==> src/rtl/alu_exec_seq.sv <==
// ---------------------------------------------------------------------------
// alu_exec_seq
//
// Execute-stage ALU placed directly after aluControl. It takes the 4-bit
// aluCtl code and two operands and returns a registered result plus a
// registered zero flag. Logic and arithmetic ops finish on the accept edge.
// Shifts advance one bit per clock, so the block needs only a single-bit
// shifter rather than a full barrel shifter.
//
// Only one request may be in flight at a time. A new request is accepted
// only after the previous result has been handed off.
//
// Ports
//   clk        rising-edge clock
//   rst_n      asynchronous active-low reset
//   in_valid   operation request
//   in_ready   block can accept a request (IDLE and not in reset)
//   alu_ctl    operation code from aluControl
//   op_a       operand A (rs1)
//   op_b       operand B (rs2/imm); op_b[SHAMT_W-1:0] is the shift amount
//   out_valid  result available
//   out_ready  consumer accepts result
//   result     registered result
//   zero       registered (result == 0)
//   busy       high while shifting or holding a result
// ---------------------------------------------------------------------------
module alu_exec_seq #(
  parameter int WIDTH   = 32,
  parameter int SHAMT_W = 5
) (
  input  logic               clk,
  input  logic               rst_n,
  input  logic               in_valid,
  output logic               in_ready,
  input  logic [3:0]         alu_ctl,
  input  logic [WIDTH-1:0]   op_a,
  input  logic [WIDTH-1:0]   op_b,
  output logic               out_valid,
  input  logic               out_ready,
  output logic [WIDTH-1:0]   result,
  output logic               zero,
  output logic               busy
);

  // aluControl encodings
  localparam logic [3:0] CTL_AND = 4'b0000;
  localparam logic [3:0] CTL_OR  = 4'b0001;
  localparam logic [3:0] CTL_ADD = 4'b0010;
  localparam logic [3:0] CTL_XOR = 4'b0011;
  localparam logic [3:0] CTL_SLL = 4'b0100;
  localparam logic [3:0] CTL_SRL = 4'b0101;
  localparam logic [3:0] CTL_SUB = 4'b0110;
  localparam logic [3:0] CTL_SLT = 4'b0111;
  localparam logic [3:0] CTL_SRA = 4'b1000;

  typedef enum logic [1:0] {
    IDLE  = 2'd0,
    SHIFT = 2'd1,
    DONE  = 2'd2
  } stateT;

  typedef enum logic [1:0] {
    SH_LEFT        = 2'd0,
    SH_RIGHT_LOGIC = 2'd1,
    SH_RIGHT_ARITH = 2'd2
  } shiftKindT;

  stateT               stateReg,    stateNext;
  shiftKindT           shKindReg,   shKindNext;
  logic [WIDTH-1:0]    accReg,      accNext;
  logic [SHAMT_W-1:0]  cntReg,      cntNext;
  logic [WIDTH-1:0]    resultReg,   resultNext;
  logic                zeroReg,     zeroNext;
  logic                outValidReg, outValidNext;

  // Request decode
  logic [SHAMT_W-1:0]  shamt;
  logic                isShift;
  shiftKindT           reqKind;
  logic [WIDTH-1:0]    aluOut;
  logic                sltBit;
  logic [WIDTH-1:0]    accShifted;

  assign shamt  = op_b[SHAMT_W-1:0];
  assign sltBit = ($signed(op_a) < $signed(op_b));

  // Single-bit shift step for the iterative shifter.
  function automatic logic [WIDTH-1:0] shiftOne(input logic [WIDTH-1:0] v,
                                                input shiftKindT       k);
    logic [WIDTH-1:0] r;
    case (k)
      SH_LEFT:        r = {v[WIDTH-2:0], 1'b0};
      SH_RIGHT_LOGIC: r = {1'b0, v[WIDTH-1:1]};
      default:        r = {v[WIDTH-1], v[WIDTH-1:1]};
    endcase
    return r;
  endfunction

  assign accShifted = shiftOne(accReg, shKindReg);

  // Single-cycle result. For shifts this is op_a, which is also the correct
  // answer when the shift amount is zero, so the IDLE logic can use aluOut
  // for every op that finishes on the accept edge.
  always_comb begin
    aluOut  = op_a + op_b;
    isShift = 1'b0;
    reqKind = SH_LEFT;
    case (alu_ctl)
      CTL_ADD: aluOut = op_a + op_b;
      CTL_SUB: aluOut = op_a - op_b;
      CTL_AND: aluOut = op_a & op_b;
      CTL_OR:  aluOut = op_a | op_b;
      CTL_XOR: aluOut = op_a ^ op_b;
      CTL_SLT: aluOut = {{(WIDTH-1){1'b0}}, sltBit};
      CTL_SLL: begin
        aluOut  = op_a;
        isShift = 1'b1;
        reqKind = SH_LEFT;
      end
      CTL_SRL: begin
        aluOut  = op_a;
        isShift = 1'b1;
        reqKind = SH_RIGHT_LOGIC;
      end
      CTL_SRA: begin
        aluOut  = op_a;
        isShift = 1'b1;
        reqKind = SH_RIGHT_ARITH;
      end
      default: aluOut = op_a + op_b;  // unknown codes behave as ADD
    endcase
  end

  // State register and datapath registers
  always_ff @(posedge clk or negedge rst_n) begin
    if (!rst_n) begin
      stateReg    <= IDLE;
      shKindReg   <= SH_LEFT;
      accReg      <= '0;
      cntReg      <= '0;
      resultReg   <= '0;
      zeroReg     <= 1'b0;
      outValidReg <= 1'b0;
    end else begin
      stateReg    <= stateNext;
      shKindReg   <= shKindNext;
      accReg      <= accNext;
      cntReg      <= cntNext;
      resultReg   <= resultNext;
      zeroReg     <= zeroNext;
      outValidReg <= outValidNext;
    end
  end

  // Next-state and datapath update
  always_comb begin
    stateNext    = stateReg;
    shKindNext   = shKindReg;
    accNext      = accReg;
    cntNext      = cntReg;
    resultNext   = resultReg;
    zeroNext     = zeroReg;
    outValidNext = outValidReg;

    case (stateReg)
      IDLE: begin
        // in_ready is just "IDLE and out of reset"; while in reset the
        // registers are held, so in_valid alone qualifies the accept here.
        if (in_valid) begin
          if (isShift && (shamt != '0)) begin
            accNext    = op_a;
            cntNext    = shamt;
            shKindNext = reqKind;
            stateNext  = SHIFT;
          end else begin
            resultNext   = aluOut;
            zeroNext     = (aluOut == '0);
            outValidNext = 1'b1;
            stateNext    = DONE;
          end
        end
      end

      SHIFT: begin
        accNext = accShifted;
        cntNext = cntReg - SHAMT_W'(1);
        // Last step: publish the shifted value on the same edge.
        if (cntReg == SHAMT_W'(1)) begin
          resultNext   = accShifted;
          zeroNext     = (accShifted == '0);
          outValidNext = 1'b1;
          stateNext    = DONE;
        end
      end

      DONE: begin
        if (out_ready) begin
          outValidNext = 1'b0;
          stateNext    = IDLE;
        end
      end

      default: begin
        stateNext    = IDLE;
        outValidNext = 1'b0;
      end
    endcase
  end

  assign in_ready  = (stateReg == IDLE) && rst_n;
  assign busy      = (stateReg != IDLE);
  assign out_valid = outValidReg;
  assign result    = resultReg;
  assign zero      = zeroReg;

endmodule

==> config.mk <==
export PLATFORM = sky130hd
export DESIGN_NAME = alu_exec_seq
export DESIGN_NICKNAME = d
export VERILOG_FILES = /design/src/rtl/alu_exec_seq.sv
export SDC_FILE = /design/constraint.sdc
export NUM_CORES = 1
export LEC_CHECK = 0
export ABC_CLOCK_PERIOD_IN_PS = 3000
export CORE_AREA = 2 2 151 153
export DETAILED_ROUTE_END_ITERATION = 7
export DIE_AREA = 0 0 153 155
export PLACE_DENSITY = 0.72
export SYNTH_ARGS = -nofsm -noshare
export SYNTH_HDL_FRONTEND = slang
export SYNTH_SLANG_ARGS = --single-unit
==> constraint.sdc <==
create_clock -name clk -period 3 [get_ports clk]
set_input_delay 0.45 -clock clk [delete_from_list [all_inputs] [get_ports clk]]
set_output_delay 0.45 -clock clk [all_outputs]
set_load 0.02 [all_outputs]
Word-level counts from Yosys, hierarchy flattened
Cells that the tools add are included.
{"block": "totals", "regBits": 75, "latchBits": 0, "ramBits": 0, "rom_bits": 0, "in_bits": 72, "output_inout_bits": 36, "wordCells": 74, "memories": 0}
{"block": "classes", "addsub": 3, "mul": 0, "div": 0, "n_lt_le_gt_ge": 1, "n_eq_ne": 16, "shifts": 0, "muxes": 28, "bitwise_logic": 3, "n_reduce_logical": 16}
{"op": "$pmux 32 s2", "count": 3}
{"op": "$pmux 32 s6", "count": 1}
{"op": "$mux 32", "count": 5}
{"op": "$logic_not 32->1", "count": 2}
{"op": "$add 32x32->32", "count": 1}
{"op": "$and 32x32->32", "count": 1}
{"op": "$lt 32x32->1", "count": 1}
{"op": "$or 32x32->32", "count": 1}
{"op": "$sub 32x32->32", "count": 1}
{"op": "$xor 32x32->32", "count": 1}
{"op": "$eq 4x3->1 const B", "count": 4}
{"op": "$mux 5", "count": 2}
{"op": "$ne 2x2->1 const B", "count": 5}
{"op": "$pmux 5 s2", "count": 1}
{"op": "$reduce_and 3->1", "count": 3}
{"op": "$mux 1", "count": 8}
{"op": "$mux 2", "count": 4}
{"op": "$reduce_and 4->1", "count": 2}
{"op": "$pmux 2 s3", "count": 1}
{"op": "$eq 5x1->1 const B", "count": 1}
{"op": "$reduce_bool 5->1", "count": 1}
{"op": "$sub 5x1->5 const B", "count": 1}
{"op": "$eq 2x1->1 const B", "count": 2}
{"op": "$eq 4x1->1 const B", "count": 1}
{"op": "other kinds (11)", "count": 14}

Depth between registers and ports, before layout
Gate-level depths: netlist (run 1).
{"block": "depth", "depth_word": 7, "depth_mapped": 15, "ltp_nobuf": 15}

Least setup slack after synthesis (run 1)
Ideal clock, no wire load.
{"block": "synth_timing", "kind": "input to register", "startpoint": "input port op_a[0]", "endpoint": "register zeroReg (netlist: zero)", "setup_ns": 0.066, "t_arrival_ns": 3.522, "t_required_ns": 2.934, "slack_ns": -0.588, "path_stages": 15, "path_buffers": 0, "cell_sequence": "inv_1 ha_1 inv_1 fa_1 nor2b_1 o311a_1 o21a_2 o31ai_2 a21oi_2 a41oi_1 xnor2_1 o221ai_1 or4_1 nor3_1 a31o_1"}
{"block": "synth_via", "elab_chain_cells": 6, "word_cells_on_any_way": 11, "cone_classes": "add/sub (2); order compare (1); mux (4); bitwise (3); reduce/logical (1)"}
{"item": "from (decl)", "line": "36", "text": "input logic [WIDTH-1:0] op_a,"}
{"item": "$add 32x32->32, or another cell as far along", "line": "109, 130"}
{"item": "$pmux 32 s6 (*)", "line": "108", "text": "case (alu_ctl)"}
{"item": "$logic_not 32->1 (*)", "line": "177", "text": "zeroNext = (aluOut == '0);"}
{"item": "$mux 1 (*)", "line": "170", "text": "if (isShift && (shamt != '0)) begin"}
{"item": "$mux 1 (*)", "line": "169", "text": "if (in_valid) begin"}
{"item": "$pmux 1 s2 (*)", "line": "165", "text": "case (stateReg)"}
{"item": "to (signal assigned)", "line": "150", "text": "zeroReg <= zeroNext;"}
{"item": "to (decl)", "line": "73", "text": "logic zeroReg, zeroNext;"}
Every way passes the cells marked *; elsewhere a longest branch is shown, timed or not. The select of a mux whose other input is x is not followed.
A chain may end at the register's enable or synchronous reset.

Worst setup path in the final report (run 1)
{"block": "layout_timing", "startpoint": "input port op_b[7]", "endpoint": "register zeroReg (netlist: zero)"}
{"block": "layout_via", "elab_chain_cells": 6, "word_cells_on_any_way": 11, "cone_classes": "add/sub (2); order compare (1); mux (4); bitwise (3); reduce/logical (1)"}
{"item": "from (decl)", "line": "37", "text": "input logic [WIDTH-1:0] op_b,"}
{"item": "$add 32x32->32, or another cell as far along", "line": "109, 130"}
{"item": "$pmux 32 s6 (*)", "line": "108"}
{"item": "$logic_not 32->1 (*)", "line": "177"}
{"item": "$mux 1 (*)", "line": "170"}
{"item": "$mux 1 (*)", "line": "169"}
{"item": "$pmux 1 s2 (*)", "line": "165"}
Marks and branches as above.

==> results of run 1 <==
## critical path, cell delays in order
cell and delay (ns):
buf_6 0.10, inv_4 0.06, ha_4 0.20, or4_4 0.58, nor3_4 0.20, o21a_4 0.16, buf_6 0.12, o31ai_4 0.06
buf_4 0.15, and2_4 0.14, o41a_1 0.43, a311o_1 0.29, nor4_2 0.26, nand4_1 0.20, nor3_4 0.22, a31o_1 0.16
## layout by cell type (no fill, tap or decap), types with 16 or more instances in the layout
cell	instances
a21oi_1	72
dfrtp_1	75
nand4_1	19
clkdlybuf4s50_1	59
nand3_1	34
nand2_1	205
mux2i_1	17
nor3_1	19
inv_2	31
o21ai_2	17
buf_4	490
o21ai_1	22
nor2_1	99
a21oi_2	23
a21o_1	16
ha_4	29
inv_1	62
ha_1	61
o21ai_0	135
buf_6	61
## how the worst max path moves through the flow
stage | slack (ns) | endpoint | depth (start not counted) | startpoint
2_1_floorplan | -0.43 | zero | 15 | op_a[0]
3_3_place_gp | -1.38 | zero | 17 | op_a[0]
3_5_place_dp | -1.49 | zero | 17 | op_a[0]
4_1_cts | -0.78 | zero | 17 | op_a[0]
5_1_grt | -0.67 | zero | 15 | op_a[0]
6_report | -0.52 | zero | 16 | op_b[7]
## flip-flops by register name (all words and copies together), names as in the netlist
| signal | count |
|---|---|
| accReg | 32 |
| result | 32 |
| cntReg | 5 |
| shKindReg | 2 |
| stateReg | 2 |
| out_valid | 1 |
| zero | 1 |
## metrics by stage
stage	TNS (ns)	setup slack, ns	total power, mW
floorplan	-0.721	-0.433	4.04
CTS	-4.39	-0.780	7.84
detailed placement	-46.30	-1.49	6.29
global route	-3.11	-0.674	8.68
finish	-2.01	-0.521	8.23
global placement	-42.68	-1.38	6.18
## routing by layer
layer	vias up	track usage	routed length, microns
li1	6260	-	-
met5	-	0	0
met3	159	0.0588	4790
met4	0	0.116	1860
met2	775	0.623	21400
met1	6555	0.546	21000
## cell families after synthesis
logic type	count (synthesis)	synth area share
compound gates	508	0.335
xor+xnor	8	0.00717
fa+ha+maj	100	0.129
buf+inv	196	0.0774
flops	75	0.192
mux	19	0.0197
simple gates	507	0.239
## power breakdown
group / total [mW] / switching [mW] / internal [mW]
clock: 1.17 / 0.437 / 0.730
sequential: 1.88 / 0.412 / 1.47
combinational: 5.18 / 2.81 / 2.36
total: 8.23 / 3.66 / 4.56
## area by class of cell
cell class / instances / area (sq um) / share of cell area
Multi-Input combinational cell: 1142 / 8640 / 0.507
Timing Repair Buffer: 657 / 5420 / 0.318
Clock inverter: 6 / 90.1 / 0.00528
Tap cell: 285 / 357 / 0.0209
Antenna cell: 1 / 2.50 / 0.000147
Inverter: 104 / 438 / 0.0257
Clock buffer: 10 / 229 / 0.0134
Sequential cell: 75 / 1880 / 0.110
## what timing repair did
| item | CTS | global route |
|---|---|---|
| pin swaps | 100 | 104 |
| setup endpoints to repair | 65 | 58 |
| buffers inserted | 50 | 39 |
| hold buffers | 0 | 0 |
| hold endpoints to repair | 0 | 0 |
| cloned | 1 | 0 |
| resized for setup | 338 | 220 |
==> flow_summary.ini, run 1 <==
[clocking]
clock_tree.buffer_depth = 2
ctsRootBufferMaster = clkbuf_16
worstSkewPairLatency_ns = 0.34
htree_levels = 3
total_clock_sinks = 75
reg_clk_slew_reported_paths_ns = 0.06
cts_buffers = 9
clock_tree_from_tritoncts = built

[yosys]
synthTopCellsByCount = nand2_1, o21ai_0, nor2_1
yosys.cell_count.top_type = nand2_1
sequential_area_share_after_synthesis = 0.192
yosys_most_used_dff = dfrtp_1
synth_cell_types = 84
share_of_flip_flops_with_an_asynchronous_set_or_reset = 1.00
netlist_instances = 1413
synth-seq-cells = 75
ys_warn_count = 0
yosys-top-cells-area = dfrtp_1, ha_1, o21ai_0
synth_largest_area_cell = dfrtp_1
number_of_enable_flip_flop_cells_after_synthesis = 0
syn-num-nets = 1585
synthesis.area_per_instance_sq_um = 6.92
synth_top_cell_area_share = 0.192
synth_area_sq_mm = 0.00978

[critical_path]
reg2reg_from = shKindReg[1]
type_of_the_worst_setup_path = primary input to register
cp_data_required_time_ns = 3.28
r2r.worst_path.cells = 8
timing.critical_path.to_type = register
path_max_fanout = 3
start_kind = primary input
crit-reg2reg-capture = zero
timing.critical_path.arrival_ns = 3.81
r2r_setup_slack_ns = 0.21

[drt]
drt-pass1-iter-count = 5
vias = 13749
post-route-drc-count = 0
drtIter0Drc = 1279
drt-wirelength-per-cell_microns = 21.5
post_drt_via_cell_ratio = 6.03
drt.antenna.violating_nets = 0
totalWireLength_microns = 49000

[timing]
worst_pin_slew_ns = 0.956
maxSlewViolCount = 0
rsz0062_at_grt = true
finClkSkew_ns = 0.00563
clock.fmax_mhz = 284
fin_worst_hold_slack_ns = 0.346
post-route-min-period_ns = 3.52
max-slew-margin-rel = 0.363
report.final.hold_viol_count = 0
setup-violations-final = 12
fin_ws_ns = -0.521
timing.final.crit_share = 1.17

[global_route]
grt_pass1_wl_microns = 72900
grt_pass1_vias = 13065
antenna_found_initial = 2
groute.usage.overall = 0.390
globalRoute.totalOverflow = 0
pin_count_of_the_biggest_net_entering_global_routing = 76

[floorplanning]
design.core.area_sq_mm = 0.0222
floorplan_die_area_sq_mm = 0.0237
initial_utilization = 0.440
number_of_top_level_design_ports = 108
die_height_microns = 155
die_width_microns = 153
placement_rows = 55

[power_and_ir_drop]
p_per_area_mw_per_mm2 = 482
peak_supply_drop_mv = 0.420
p_leak_nw = 7.95

[finish]
finish.instance_area_sq_mm = 0.0171
fillers = 1653
final_cell_count_no_fill = 2280
design.final.nets = 2161
drive_above_1_share = 0.438
utilization = 0.767
synthToLayoutAreaGrowth_pct = 74.4

[placed_design]
placement.cell_area_sq_mm = 0.0146
port-buffer-count = 107
gp_congestion = 1.05
dp_hpwl_microns = 37700
placed_instance_count = 2189

[run_status]
violations = negative setup slack
run_status = finished with violations

[min_path]
holdCritPathClass = primary input to async pin

[job]
maxCapViolCount = 0
No activity file was read; power rests on OpenSTA's default activity.
==> run 2, diff against run 1 <==
--- a/constraint.sdc
+++ b/constraint.sdc
@@ -3,2 +3,2 @@
 set_output_delay 0.45 -clock clk [all_outputs]
-set_load 0.02 [all_outputs]
+set_load 0.1 [all_outputs]
==> run 2 against run 1 <==
  * The run still ends with negative setup slack left
  * Flip-flop and latch count did not move
  * Clock skew fell by 0.0011 ns
  * Critical endpoint unchanged
  * Clock-buffer cell count rose by 2
  * Clock power fell by 7%
  * Highest routed layer unchanged
  * Hold slack improved by 0.0082 ns
  * Sequential power barely moved
  * First-iteration DRC count rose by 14%
  * Combinational power rose by 26%
  * Sequential share of layout area barely moved
  * Register-to-register slack got worse by 0.03 ns
  * Die area did not move
  * Critical path depth rose by 1
==> flow_summary.ini, run 2 (synthesis results as in run 1) <==
[run_status]
run_status = finished with violations
violations = negative setup slack

[finish]
most-common-layout-cells = buf_4, nand2_1, o21ai_0, nor2_1, a21oi_1
drive_above_1_share = 0.456
layout_commonest_cell = buf_4
finish.instance_area_sq_mm = 0.0171
design.final.nets = 2178
synthToLayoutAreaGrowth_pct = 75.1

[critical_path]
critical_path.most_common_cell = buf_4
type_of_the_worst_setup_path = primary input to register
cp_slowest_cell = or4_4
path_max_fanout = 4
timing.critical_path.to_type = register
timing.critical_path.buf_inv = 4
crit_family = compound AO/OA/AOI/OAI gates
timing.critical_path.arrival_ns = 3.86
cp_data_required_time_ns = 3.27
reg2reg_from = shKindReg[1]
critical_path.cell_chain = buf_12 > buf_6 > ha_4 > fa_2 > a21o_1 > a221o_1 > nand4b_1 > buf_4 > a21oi_4 > nor2_4 > buf_4 > o31ai_1 > a31oi_1 > o21ai_0 > or4_4 > nor3_4 > a31o_1
cpPeakStageDelay_ns = 0.44
start_kind = primary input
crit_start = op_a[0]

[placed_design]
gp_congestion = 1.03
placement.cell_area_sq_mm = 0.0146
port-buffer-count = 107
dp_hpwl_microns = 37700

[drt]
vias = 13864
drtIter0Drc = 1458
drt-wirelength-per-cell_microns = 21.6
drt-pass1-iter-count = 6
drt.antenna.violating_nets = 0
totalWireLength_microns = 49500
post_drt_via_cell_ratio = 6.03
post-route-drc-count = 0

[timing]
finClkSkew_ns = 0.00454
rsz0062_at_grt = true
worst_pin_slew_ns = 0.960
report.final.hold_viol_count = 0
post-route-min-period_ns = 3.59
timing.final.crit_share = 1.20
fin_worst_hold_slack_ns = 0.354
fin_ws_ns = -0.589
max-slew-margin-rel = 0.360
clock.fmax_mhz = 279
setup-violations-final = 18
maxSlewViolCount = 0

[power_and_ir_drop]
p_per_area_mw_per_mm2 = 555
peak_supply_drop_mv = 0.565
p_leak_nw = 8.12

[floorplanning]
placement_rows = 55
floorplan_die_area_sq_mm = 0.0237
die_width_microns = 153
number_of_top_level_design_ports = 108
die_height_microns = 155
initial_utilization = 0.440
design.core.area_sq_mm = 0.0222

[global_route]
pin_count_of_the_biggest_net_entering_global_routing = 76
antenna_found_initial = 1
grt_pass1_vias = 13196
globalRoute.totalOverflow = 0
groute.usage.overall = 0.401
grt_pass1_wl_microns = 74700

[clocking]
ctsRootBufferMaster = clkbuf_16
clock_tree_from_tritoncts = built
total_clock_sinks = 75
reg_clk_slew_reported_paths_ns = 0.06
cts_buffers = 9
worstSkewPairLatency_ns = 0.34
clock_tree.buffer_depth = 2
htree_levels = 3
postCtsHoldBufs = 0

[min_path]
holdCritPathClass = primary input to async pin

[job]
maxCapViolCount = 0
-- run 2: routing by layer --
layer / global-route usage / wire length, microns
met3: 0.0760 / 4910
met4: 0.138 / 2040
met5: 0 / 0
met1: 0.552 / 21000
met2: 0.631 / 21600
-- run 2: stage by stage --
stage / cells / power (mW) / util / setup TNS (ns) / setup slack, ns
floorplan: 1413 / 5.37 / - / -0.725 / -0.433
global placement: 2192 / 7.48 / 0.656 / -44.71 / -1.71
detailed placement: 2192 / 7.58 / 0.656 / -47.35 / -1.76
CTS: 2275 / 9.16 / 0.744 / -4.98 / -0.740
global route: 2296 / 9.98 / 0.770 / -5.22 / -0.712
finish: 2298 / 9.50 / 0.770 / -3.67 / -0.589
-- run 2: what timing repair did --
item / 4_1_cts / 5_1_grt
pin swaps: 107 / 105
endpoints found under the hold margin: 0 / 0
gates resized for setup: 408 / 156
setup buffers: 73 / 39
endpoints found under the setup margin: 62 / 56
-- run 2: worst reg2reg max path, stage by stage (launching register included) --
cell and delay [ns]:
dfrtp_1 0.43, nor2_2 0.62, mux2i_1 0.44, nand4_1 0.16
nor2_1 0.12, nand4_1 0.09, or4_1 0.57, o21ai_0 0.21
a31o_1 0.12
-- run 2: cell type report --
cell class	count	area, sq um
inverters	104	430
multi-input cells	1142	8690
fillers	1657	5110
repair buffers	674	5450
well taps	285	357
clock inverters	4	48.8
clock buffers	12	256
flip-flops and latches	75	1880
diodes	2	5.00
-- run 2: report_power, final --
part           internal (mW)  switching (mW)
clock network          0.688           0.405
logic                   2.33            4.19
registers               1.47           0.414
-- run 2: path summary, 6_finish.rpt --
check                              to  slack (ns)  depth (start not counted)
min in group clk            accReg[0]        0.45                          3
max in group asynchronous  accReg[27]        2.01                          2
hold / removal              cntReg[4]        0.35                          2
setup / recovery                 zero       -0.59                         17
hold reg to reg            result[26]        0.49                          2
setup reg to reg                 zero        0.18                          8
==> run 3, diff against run 2 <==
- ABC_CLOCK_PERIOD_IN_PS: 3000 -> 4300
- GPL_ROUTABILITY_DRIVEN: unset -> 0
- clock period: 3 -> 4.3 ns (I/O delays scaled with it)
==> run 3 against run 2 <==
  * The run now ends clean
  * Worst setup slack improved by 0.66 ns
  * Via count decreased by 13%
  * First-iteration DRC count increased by 13%
  * Critical path type unchanged
==> flow_summary.ini, run 3 (synthesis results as in run 1) <==
[finish]
synthToLayoutAreaGrowth_pct = 29.9
drive_above_1_share = 0.157
layout_commonest_cell = nand2_1
most-common-layout-cells = nand2_1, buf_4, o21ai_0, nor2_1
fillers = 2074
final_cell_count_no_fill = 1924
design.final.nets = 1805

[timing]
timing.final.crit_share = 0.984
finalSetupTns_ns = 0
report.final.hold_viol_count = 0
maxSlewViolCount = 0
clock.fmax_mhz = 236
worst_pin_slew_ns = 0.983
setup-violations-final = 0
max-slew-margin-rel = 0.344
post-route-min-period_ns = 4.23
rsz0062_at_grt = true
finClkSkew_ns = 0.00477

[global_route]
groute.usage.overall = 0.310
antenna_found_initial = 1
globalRoute.totalOverflow = 0
grt_pass1_vias = 11126
pin_count_of_the_biggest_net_entering_global_routing = 76
grt_pass1_wl_microns = 59300

[critical_path]
r2r.worst_path.cells = 8
type_of_the_worst_setup_path = primary input to register
crit-reg2reg-capture = zero
reg2reg_from = shKindReg[1]
cp_data_required_time_ns = 4.58
worst_setup_path_endpoint = zero
timing.critical_path.arrival_ns = 4.52
r2r_setup_slack_ns = 1.30
crit_start = op_b[8]
timing.critical_path.to_type = register
start_kind = primary input
path_max_fanout = 8

[clocking]
htree_levels = 3
clock_tree.buffer_depth = 2
worstSkewPairLatency_ns = 0.34
postCtsHoldBufs = 0
ctsRootBufferMaster = clkbuf_16
total_clock_sinks = 75
cts_buffers = 9
clock_tree_from_tritoncts = built
reg_clk_slew_reported_paths_ns = 0.06

[drt]
top_layer_used = met4
totalWireLength_microns = 37900
drt-pass1-iter-count = 6
m1_wire_length_microns = 15100
vias = 12111
drt-wirelength-per-cell_microns = 19.7
detailroute.wirelength.met3_microns = 5150
post-route-drc-count = 0
drt.antenna.violating_nets = 0
met2_wire_len_microns = 15900
drtIter0Drc = 1645
post_drt_via_cell_ratio = 6.29

[placed_design]
port-buffer-count = 107
dp_hpwl_microns = 29800
placed_instance_count = 1906

[power_and_ir_drop]
share_clk_of_total_power = 0.128
net-switching-power_mw = 3.13
p_leak_nw = 5.83
seqPwrFrac = 0.227
combinationalPowerShare = 0.645
peak_supply_drop_mv = 0.386
cellInternalPower_mw = 2.57
p_per_area_mw_per_mm2 = 449
power.share.switching = 0.549

[run_status]
run_status = complete, no violations

[min_path]
holdCritPathClass = register to register
startpoint_of_the_most_critical_hold_path = result[10]

[floorplanning]
design.core.area_sq_mm = 0.0222
die_height_microns = 155
die_width_microns = 153
number_of_top_level_design_ports = 108
initial_utilization = 0.440
placement_rows = 55
floorplan_die_area_sq_mm = 0.0237

[job]
maxCapViolCount = 0
[run 3: changes by cell type in the layout (fill, tap and decap cells not counted), sizes merged, moves of 2 or more]
cell / change
clkinvlp: +3
clkbuf: -11
buf: -431
dlygate4sd2: -11
inv: +2
clkinv: -2
clkdlybuf4s50: +85
dlymetal6s2s: -4
clkdlybuf4s15: -3
[run 3: worst min path at each step]
| stage | end | slack, ns | depth (start not counted) |
|---|---|---|---|
| floorplan | accReg[0] | 0.35 | 0 |
| global placement | result[10] | 0.46 | 2 |
| detailed placement | result[23] | 0.47 | 2 |
| CTS | result[10] | 0.48 | 2 |
| global route | result[5] | 0.51 | 2 |
| finish | result[10] | 0.48 | 2 |
[run 3: critical path, stage by stage]
cell             delay (ns)
clkdlybuf4s50_1        0.49
inv_1                  0.06
ha_1                   0.39
or4_4                  0.55
buf_4                  0.16
a21oi_1                0.16
buf_4                  0.17
nor3_2                 0.06
o221ai_1               0.44
a211oi_1               0.16
xnor2_1                0.19
a2111oi_0              0.46
nand4_1                0.24
nor3_2                 0.17
a31o_1                 0.16
[run 3: area by class of cell]
| type | count | area, sq um | area share |
|---|---|---|---|
| antenna | 1 | 2.50 | 0.000197 |
| clock buffer | 10 | 239 | 0.0188 |
| clock inverter | 6 | 48.8 | 0.00384 |
| inverter | 104 | 390 | 0.0307 |
| multi-input combinational | 1142 | 7250 | 0.571 |
| sequential | 75 | 1880 | 0.148 |
| tap | 285 | 357 | 0.0281 |
| timing repair buffer | 301 | 2530 | 0.199 |
[run 3: what timing repair did]
item / 4_1_cts / 5_1_grt
hold endpoints to repair: 0 / 0
pin swaps: 0 / 2
buffers inserted: 0 / 1
endpoints found under the setup margin: 1 / 3
resized for setup: 2 / 14
[run 3: layer usage]
layer / up-vias / global-route usage
met5: - / 0
met4: 0 / 0.124
met3: 180 / 0.0596
met2: 891 / 0.473
met1: 5489 / 0.432
li1: 5551 / -
[run 3: power groups by stage]
stage	logic [mW]	clock network, mW	registers (mW)
global placement	3.54	0	1.29
detailed placement	3.60	0	1.30
CTS	3.61	0.732	1.29
finish	3.68	0.733	1.29
floorplan	1.45	0	2.28
global route	3.91	0.763	1.34
[run 3: metrics by stage]
step	total power, mW	util	hold slack, ns	area (sq um)	worst slack (ns)
after CTS	5.64	0.568	0.484	12600	0.0580
after detailed placement	4.90	0.554	0.471	12300	-0.322
after global routing	6.02	0.571	0.506	12700	-0.00326
after floorplan	3.73	-	0.349	9780	0.517
final	5.71	0.571	0.478	12700	0.0681
after global placement	4.83	0.554	0.461	12300	-0.246
